--- config.mk ---
export PLATFORM = sky130hd
export DESIGN_NAME = conv1d_stream_array
export DESIGN_NICKNAME = d
export VERILOG_FILES = /design/src/rtl/conv1d_pkg.sv /design/src/rtl/conv1d_lane.sv /design/src/rtl/conv1d_stream_array.sv
export SDC_FILE = /design/constraint.sdc
export NUM_CORES = 2
export LEC_CHECK = 0
export BUFFER_PORTS_ARGS = -buffer_cell sky130_fd_sc_hd__buf_2
export CORE_MARGIN = 3
export CORE_UTILIZATION = 60
export DETAILED_ROUTE_END_ITERATION = 7
export PLACE_DENSITY = 0.74
export SLEW_MARGIN = 10
export SYNTH_ARGS = -nofsm -noshare
export SYNTH_HDL_FRONTEND = slang
export SYNTH_SLANG_ARGS = --single-unit
--- constraint.sdc ---
create_clock -name clk -period 12.4 [get_ports clk]
set_input_delay 1.24 -clock clk [delete_from_list [all_inputs] [get_ports clk]]
set_output_delay 1.24 -clock clk [all_outputs]
set_load 0.1 [all_outputs]
--- src/rtl/conv1d_pkg.sv ---
// Shared types and helpers for the streaming 1-D convolution engine.
package conv1d_pkg;

  // Top-level controller states.
  typedef enum logic [1:0] {
    ST_LOAD    = 2'd0,
    ST_COMPUTE = 2'd1,
    ST_DRAIN   = 2'd2
  } state_e;

  // Full-precision accumulator width: LENF products of two WIDTH-bit signed
  // values can never overflow 2*WIDTH + clog2(LENF) + 1 bits.
  function automatic int acc_w(input int width, input int lenf);
    return 2 * width + $clog2(lenf) + 1;
  endfunction

  // Clamp a sign-extended accumulator into the signed range of 'width' bits.
  // The result is returned sign-extended; callers keep the low 'width' bits.
  function automatic logic signed [63:0] sat_w(input logic signed [63:0] acc,
                                               input int width);
    logic signed [63:0] hi;
    logic signed [63:0] lo;
    hi = (64'sd1 <<< (width - 1)) - 64'sd1;
    lo = -(64'sd1 <<< (width - 1));
    if (acc > hi) return hi;
    if (acc < lo) return lo;
    return acc;
  endfunction

endpackage

--- src/rtl/conv1d_lane.sv ---
// One MAC lane: full-precision accumulator plus a saturating, optionally
// ReLU-clamped result register that is loaded on the final tap.
module conv1d_lane
  import conv1d_pkg::*;
#(
  parameter int WIDTH = 16,
  parameter int ACC_W = 35
) (
  input  logic                    clk,
  input  logic                    reset,
  input  logic                    clr,
  input  logic                    en,
  input  logic                    cap,
  input  logic                    mask,
  input  logic                    relu,
  input  logic signed [WIDTH-1:0] x,
  input  logic signed [WIDTH-1:0] f,
  output logic signed [WIDTH-1:0] y
);

  logic signed [2*WIDTH-1:0] prod;
  logic signed [ACC_W-1:0]   prod_ext;
  logic signed [ACC_W-1:0]   acc_sum;
  logic signed [ACC_W-1:0]   acc_q, acc_d;
  logic signed [WIDTH-1:0]   res;
  logic signed [WIDTH-1:0]   y_q, y_d;

  // Next accumulator value and the saturated/ReLU result of the final tap.
  always_comb begin
    prod     = x * f;
    prod_ext = ACC_W'(prod);
    acc_sum  = acc_q + prod_ext;
    res      = WIDTH'(sat_w(64'(acc_sum), WIDTH));
    if (relu && res[WIDTH-1]) res = '0;

    acc_d = acc_q;
    if (clr) acc_d = '0;
    else if (en && !mask) acc_d = acc_sum;

    y_d = y_q;
    if (cap && en && !mask) y_d = res;
  end

  // Accumulator and result registers.
  always_ff @(posedge clk or negedge reset) begin
    if (!reset) begin
      acc_q <= '0;
      y_q   <= '0;
    end else begin
      acc_q <= acc_d;
      y_q   <= y_d;
    end
  end

  assign y = y_q;

endmodule

--- src/rtl/conv1d_stream_array.sv ---
// Streaming 1-D convolution: loads a sample frame and a filter over two
// valid/ready streams, computes P outputs per group in LENF cycles, and
// drains them in index order on a valid/ready output stream.
//
// Handshake rule on every stream: a beat transfers on a rising edge where
// valid and ready are both high; a valid source holds its data unchanged
// until that edge, and ready never depends combinationally on valid.
module conv1d_stream_array
  import conv1d_pkg::*;
#(
  parameter int WIDTH = 16,
  parameter int LENX  = 16,
  parameter int LENF  = 4,
  parameter int P     = 2,
  parameter int LOGX  = $clog2(LENX),
  parameter int LOGF  = $clog2(LENF) + 1
) (
  input  logic             clk,
  input  logic             reset,
  input  logic [WIDTH-1:0] s_data_in_x,
  input  logic             s_valid_x,
  output logic             s_ready_x,
  input  logic [WIDTH-1:0] s_data_in_f,
  input  logic             s_valid_f,
  output logic             s_ready_f,
  input  logic             f_reload,
  input  logic             relu_en,
  output logic [WIDTH-1:0] m_data_out_y,
  output logic             m_valid_y,
  input  logic             m_ready_y,
  output logic             busy,
  output logic [1:0]       dbg_state
);

  localparam int SIZE  = LENX - LENF + 1;
  localparam int ACC_W = acc_w(WIDTH, LENF);
  localparam int XW    = LOGX + 1;
  localparam int LW    = $clog2(P) + 1;

  localparam logic [XW-1:0]   LENX_C  = XW'(LENX);
  localparam logic [LOGF-1:0] LENF_C  = LOGF'(LENF);
  localparam logic [LOGF-1:0] KLAST_C = LOGF'(LENF - 1);
  localparam logic [XW-1:0]   P_C     = XW'(P);

  state_e          state_q, state_d;
  logic [XW-1:0]   x_cnt_q, x_cnt_d;
  logic [LOGF-1:0] f_cnt_q, f_cnt_d;
  logic [LOGF-1:0] k_q, k_d;
  logic [XW-1:0]   grp_base_q, grp_base_d;
  logic [LW-1:0]   lane_q, lane_d;
  logic            relu_q, relu_d;
  logic            m_valid_q, m_valid_d;

  logic signed [WIDTH-1:0] xbuf_q [LENX];
  logic signed [WIDTH-1:0] xbuf_d [LENX];
  logic signed [WIDTH-1:0] fbuf_q [LENF];
  logic signed [WIDTH-1:0] fbuf_d [LENF];

  logic x_hs, f_hs, y_hs;
  logic load_done, k_last, lane_last, more_groups;
  logic acc_clr, lane_en;
  int   grp_rem, grp_n;

  logic signed [WIDTH-1:0] lane_x [P];
  logic signed [WIDTH-1:0] lane_y [P];
  logic                    lane_mask [P];
  logic signed [WIDTH-1:0] f_tap;

  // Stream readiness, handshakes and group bookkeeping.
  always_comb begin
    s_ready_x   = (state_q == ST_LOAD) && (x_cnt_q < LENX_C);
    s_ready_f   = (state_q == ST_LOAD) && (f_cnt_q < LENF_C) && !f_reload;
    x_hs        = s_valid_x && s_ready_x;
    f_hs        = s_valid_f && s_ready_f;
    y_hs        = (state_q == ST_DRAIN) && m_valid_q && m_ready_y;
    load_done   = (state_q == ST_LOAD) && (x_cnt_q == LENX_C) &&
                  (f_cnt_q == LENF_C) && !f_reload;
    k_last      = (state_q == ST_COMPUTE) && (k_q == KLAST_C);
    grp_rem     = SIZE - int'(grp_base_q);
    grp_n       = (grp_rem > P) ? P : grp_rem;
    lane_last   = (int'(lane_q) == grp_n - 1);
    more_groups = (int'(grp_base_q) + P) < SIZE;
    lane_en     = (state_q == ST_COMPUTE);
  end

  // Controller: LOAD fills buffers, COMPUTE runs LENF taps, DRAIN emits a group.
  always_comb begin
    state_d    = state_q;
    x_cnt_d    = x_cnt_q;
    f_cnt_d    = f_cnt_q;
    k_d        = k_q;
    grp_base_d = grp_base_q;
    lane_d     = lane_q;
    relu_d     = relu_q;
    m_valid_d  = m_valid_q;
    xbuf_d     = xbuf_q;
    fbuf_d     = fbuf_q;
    acc_clr    = 1'b0;
    case (state_q)
      ST_LOAD: begin
        if (x_hs) begin
          for (int j = 0; j < LENX; j++)
            if (int'(x_cnt_q) == j) xbuf_d[j] = s_data_in_x;
          x_cnt_d = x_cnt_q + XW'(1);
        end
        // A reload wins over a same-cycle coefficient (ready is low then).
        if (f_reload) begin
          f_cnt_d = '0;
        end else if (f_hs) begin
          for (int j = 0; j < LENF; j++)
            if (int'(f_cnt_q) == j) fbuf_d[j] = s_data_in_f;
          f_cnt_d = f_cnt_q + LOGF'(1);
        end
        if (load_done) begin
          state_d = ST_COMPUTE;
          k_d     = '0;
          acc_clr = 1'b1;
          relu_d  = relu_en;
        end
      end
      ST_COMPUTE: begin
        if (k_last) begin
          state_d   = ST_DRAIN;
          k_d       = '0;
          lane_d    = '0;
          m_valid_d = 1'b1;
        end else begin
          k_d = k_q + LOGF'(1);
        end
      end
      ST_DRAIN: begin
        if (y_hs) begin
          lane_d = lane_q + LW'(1);
          if (lane_last) begin
            m_valid_d = 1'b0;
            lane_d    = '0;
            if (more_groups) begin
              grp_base_d = grp_base_q + P_C;
              state_d    = ST_COMPUTE;
              k_d        = '0;
              acc_clr    = 1'b1;
              relu_d     = relu_en;
            end else begin
              grp_base_d = '0;
              x_cnt_d    = '0;
              state_d    = ST_LOAD;
            end
          end
        end
      end
      default: state_d = ST_LOAD;
    endcase
  end

  // Control registers; reset also invalidates the stored filter.
  always_ff @(posedge clk or negedge reset) begin
    if (!reset) begin
      state_q    <= ST_LOAD;
      x_cnt_q    <= '0;
      f_cnt_q    <= '0;
      k_q        <= '0;
      grp_base_q <= '0;
      lane_q     <= '0;
      relu_q     <= 1'b0;
      m_valid_q  <= 1'b0;
    end else begin
      state_q    <= state_d;
      x_cnt_q    <= x_cnt_d;
      f_cnt_q    <= f_cnt_d;
      k_q        <= k_d;
      grp_base_q <= grp_base_d;
      lane_q     <= lane_d;
      relu_q     <= relu_d;
      m_valid_q  <= m_valid_d;
    end
  end

  // Sample and coefficient storage, deliberately left unreset.
  always_ff @(posedge clk) begin
    xbuf_q <= xbuf_d;
    fbuf_q <= fbuf_d;
  end

  // Per-lane operand selection and masking of lanes past the last output.
  always_comb begin
    for (int i = 0; i < P; i++) begin
      lane_mask[i] = (int'(grp_base_q) + i) >= SIZE;
      lane_x[i]    = '0;
      for (int j = 0; j < LENX; j++)
        if (int'(grp_base_q) + i + int'(k_q) == j) lane_x[i] = xbuf_q[j];
    end
    f_tap = '0;
    for (int j = 0; j < LENF; j++)
      if (int'(k_q) == j) f_tap = fbuf_q[j];
  end

  for (genvar gi = 0; gi < P; gi++) begin : g_lane
    conv1d_lane #(
      .WIDTH (WIDTH),
      .ACC_W (ACC_W)
    ) u_lane (
      .clk   (clk),
      .reset (reset),
      .clr   (acc_clr),
      .en    (lane_en),
      .cap   (k_last),
      .mask  (lane_mask[gi]),
      .relu  (relu_q),
      .x     (lane_x[gi]),
      .f     (f_tap),
      .y     (lane_y[gi])
    );
  end

  // Output mux over the registered lane results.
  always_comb begin
    m_data_out_y = '0;
    for (int i = 0; i < P; i++)
      if (int'(lane_q) == i) m_data_out_y = lane_y[i];
  end

  assign m_valid_y = m_valid_q;
  assign busy      = (state_q == ST_COMPUTE) || (state_q == ST_DRAIN);
  assign dbg_state = state_q;

endmodule
==> results_tabular.tex <==
\begin{tabular}{lr}
\hline
Metric & Value \\
\hline
\multicolumn{2}{l}{\textbf{Critical path}} \\
\quad Type of element capturing the critical path & register \\
\quad Required time at the endpoint of the critical path & 12.89 ns \\
\quad Most numerous cell on the critical path & sky130\_fd\_sc\_hd\_\_fa\_1 \\
\quad Crit path max-delay cell type & sky130\_fd\_sc\_hd\_\_o21ai\_1 \\
\quad Critical Setup Path Class & reg -> reg \\
\quad Peak per-stage delay on the critical path & 0.78 ns \\
\quad Arr. time, crit path & 12.30 ns \\
\quad Crit-path max FO & 18 \\
\quad Kind of start point of the critical path & register \\
\multicolumn{2}{l}{\textbf{Clocking}} \\
\quad Setup Buffers After CTS & 0 \\
\quad Clock root buffer & sky130\_fd\_sc\_hd\_\_clkbuf\_16 \\
\quad Count of clock tree sinks & 443 \\
\quad Clock tree from TritonCTS & done \\
\quad Clock transition at the register clock pins on the worst setup and hold paths after CTS & 0.07 ns \\
\quad Number of buffers created by CTS & 48 \\
\quad Hold buffers post-CTS & 0 \\
\quad Later-pin clock latency in the skew report & 0.63 ns \\
\quad CTS resizes & 0 \\
\quad Maximum buffer depth of the clock tree & 3 \\
\quad Deepest level of the CTS H-tree & 2 \\
\multicolumn{2}{l}{\textbf{Drt}} \\
\quad \# DRC & 0 \\
\quad Post-route antenna net violation count & 0 \\
\quad Routed vias & 34600 \\
\quad Routed wire length per instance & 23.6 um \\
\quad Wirelength, routed & 130000 um \\
\quad Initial detailed-routing violation count & 4297 \\
\quad Drt via density & 6.29 \\
\quad Length of the first detailed-routing pass in iterations & 6 \\
\multicolumn{2}{l}{\textbf{Floorplan}} \\
\quad Count of standard-cell rows & 99 \\
\quad Die width & 278 um \\
\quad Die area & 77500 um2 \\
\quad Area of the core & 73200 um2 \\
\quad Height of the chip & 278 um \\
\quad Effective utilization at floorplan & 0.608 \\
\quad IO Count & 61 \\
\multicolumn{2}{l}{\textbf{Layout}} \\
\quad Area growth from synthesis to layout & 7.07\% \\
\quad Multi-input gate area in the final layout & 28300 um2 \\
\quad Final Cell Area & 47700 um2 \\
\quad Number of fill cells & 5773 \\
\quad Flip-flop and latch area & 12700 um2 \\
\quad NumNets Final & 5399 \\
\quad Fraction of layout cells with a size suffix above 1 & 0.0715 \\
\multicolumn{2}{l}{\textbf{Run}} \\
\quad Count of max-cap constraint violations & 0 \\
\multicolumn{2}{l}{\textbf{Timing}} \\
\quad Setup repair after global routing missed its margin & no \\
\quad Time the final worst path needs with I/O delays and setup & 11.80 ns \\
\quad Final Hold Violating Endpoints & 0 \\
\quad Max-slew headroom at the worst pin & 0.150 \\
\quad Count of final setup violators & 0 \\
\quad Max-slew violations & 0 \\
\quad Total negative setup slack & 0 ns \\
\quad Final setup skew & 0.0186 ns \\
\quad Achievable clock frequency & 84.7 MHz \\
\quad Period utilization & 0.952 \\
\quad Transition at the pin with the smallest max-transition slack & 1.27 ns \\
\multicolumn{2}{l}{\textbf{Logic synthesis}} \\
\quad Share of the yosys chip area belonging to registers & 0.285 \\
\quad Cell with the most instances after synthesis & sky130\_fd\_sc\_hd\_\_inv\_1 \\
\quad Warning count from the yosys run & 0 \\
\quad Ys async rst share & 0.278 \\
\quad Count of flip-flops with a built-in enable after synthesis & 320 \\
\quad Combined area of all synthesized cells & 44500 um2 \\
\quad Distinct cell type count after synthesis & 99 \\
\quad Post-synthesis area per instance & 9.92 um2 \\
\quad Post-synthesis sequential element count & 443 \\
\quad Leading area contributor after synthesis & sky130\_fd\_sc\_hd\_\_fa\_1 \\
\quad Top cells by area, synth & sky130\_fd\_sc\_hd\_\_fa\_1 28\%, sky130\_fd\_sc\_hd\_\_edfxtp\_1 22\%, sky130\_fd\_sc\_hd\_\_dfrtp\_1 6.9\% \\
\quad Post-synth top flop & sky130\_fd\_sc\_hd\_\_edfxtp\_1 \\
\quad Post-Syn Instances & 4491 \\
\quad Top-area cell type share of the netlist area & 0.279 \\
\quad Most numerous cell types in the synthesized netlist & 718 x sky130\_fd\_sc\_hd\_\_inv\_1, 621 x sky130\_fd\_sc\_hd\_\_fa\_1, 563 x sky130\_fd\_sc\_hd\_\_nand2\_1 \\
\multicolumn{2}{l}{\textbf{Placed design}} \\
\quad Routability Congestion & 0.967 \\
\quad Port buffer count & 60 \\
\quad Post-detailed-placement half-perimeter wirelength & 100000 um \\
\quad Placement-stage cell area & 46000 um2 \\
\multicolumn{2}{l}{\textbf{GRT}} \\
\quad Pin count of the biggest net entering global routing & 86 \\
\quad Antenna violations before repair & 3 \\
\quad First-pass GRT wire length & 203000 um \\
\quad Overall track demand over capacity in global routing & 0.341 \\
\quad Number of global-route vias before repair & 35600 \\
\quad Total congestion overflow after global routing & 0 \\
\multicolumn{2}{l}{\textbf{Hold path}} \\
\quad Min-Delay Path Class & reg -> reg \\
\multicolumn{2}{l}{\textbf{Outcome}} \\
\quad Result of the run & finished, final reports clean \\
\hline
\end{tabular}
==> worst max-delay path, delay by kind of cell (launching register included) <==
| family | cells | cell delay [ns] |
|---|---|---|
| fa+ha+maj | 8 | 3.95 |
| flops | 1 | 0.51 |
| xor+xnor | 2 | 0.36 |
| simple gates | 7 | 2.57 |
| compound gates | 10 | 3.75 |
| buf+inv | 5 | 0.48 |
==> final timing paths <==
kind	start	endpoint	slack (ns)	cells past startpoint
hold reg to reg	g_lane[1].u_lane.y[3]$_DFFE_PN0P_	g_lane[1].u_lane.y[3]$_DFFE_PN0P_	0.52	1
min in group asynchronous	reset	g_lane[0].u_lane.acc_q[31]$_DFFE_PN0P_	0.67	1
hold / removal	g_lane[1].u_lane.y[3]$_DFFE_PN0P_	g_lane[1].u_lane.y[3]$_DFFE_PN0P_	0.52	1
setup reg to reg	grp_base_q[1]$_DFFE_PN0P_	g_lane[1].u_lane.y[12]$_DFFE_PN0P_	0.60	32
max in group asynchronous	reset	k_q[0]$_DFFE_PN0P_	10.49	2
setup / recovery	grp_base_q[1]$_DFFE_PN0P_	g_lane[1].u_lane.y[12]$_DFFE_PN0P_	0.60	32
==> metal layers <==
layer / GRT usage / vias to the layer above / routed length [um]
li1: - / 14900 / -
met5: 0 / - / 0
met1: 0.455 / 17200 / 49600
met2: 0.547 / 2091 / 59900
met3: 0.0882 / 370 / 15100
met4: 0.122 / 0 / 5100
==> area by class of cell <==
class | count | share of cell area
Antenna cell | 5 | 0.000262
Clock inverter | 23 | 0.00693
Clock buffer | 64 | 0.0278
Sequential cell | 443 | 0.266
Timing Repair Buffer | 164 | 0.0228
Inverter | 718 | 0.0565
Tap cell | 959 | 0.0252
Multi-Input combinational cell | 3119 | 0.594
==> kinds of logic after synthesis <==
| logic type | Yosys count | share of synthesized area |
|---|---|---|
| and+or+nand+nor | 1318 | 0.134 |
| buffers and inverters | 931 | 0.0806 |
| adders and majority gates | 866 | 0.348 |
| AOI/OAI and AO/OA | 819 | 0.124 |
| DFF | 443 | 0.285 |
| xor gates and xnor gates | 72 | 0.0146 |
| muxes | 41 | 0.0133 |
| other | 1 | 0.0000842 |
==> stage by stage <==
stage	util	std cells	setup WS, ns	hold slack, ns
CTS	0.651	5490	0.885	0.518
global route	0.651	5490	0.164	0.541
finish	0.651	5495	0.596	0.516
floorplan	-	4493	0.921	0.450
detailed placement	0.629	5403	0.924	0.502
global placement	0.629	5403	1.14	0.497
==> layout by cell type, fill, tap and decap left out, types with 43 or more instances in the layout <==
cell	count
sky130_fd_sc_hd__inv_1	718
sky130_fd_sc_hd__fa_1	621
sky130_fd_sc_hd__nand2_1	562
sky130_fd_sc_hd__nor2_1	334
sky130_fd_sc_hd__edfxtp_1	320
sky130_fd_sc_hd__a21oi_1	248
sky130_fd_sc_hd__ha_1	244
sky130_fd_sc_hd__o21ai_0	128
sky130_fd_sc_hd__dfrtp_1	122
sky130_fd_sc_hd__buf_4	104
sky130_fd_sc_hd__and2_1	103
sky130_fd_sc_hd__buf_2	59
sky130_fd_sc_hd__nor3_1	57
sky130_fd_sc_hd__nand3_1	56
sky130_fd_sc_hd__clkbuf_16	50
sky130_fd_sc_hd__xnor2_1	44
sky130_fd_sc_hd__nand2b_1	43
==> registers in the layout (all words and copies together) (netlist names) <==
signal	count
k_q	3
f_cnt_q	3
relu_q	1
g_lane.u_lane.y	32
g_lane.u_lane.acc_q	70
x_cnt_q	5
dbg_state	2
m_valid_y	1
lane_q	2
xbuf_q	256
grp_base_q	4
fbuf_q	64
Power is left out: the tool's default activity adds up to more than one toggle a clock period on the data nets, which glitch-free logic cannot reach.
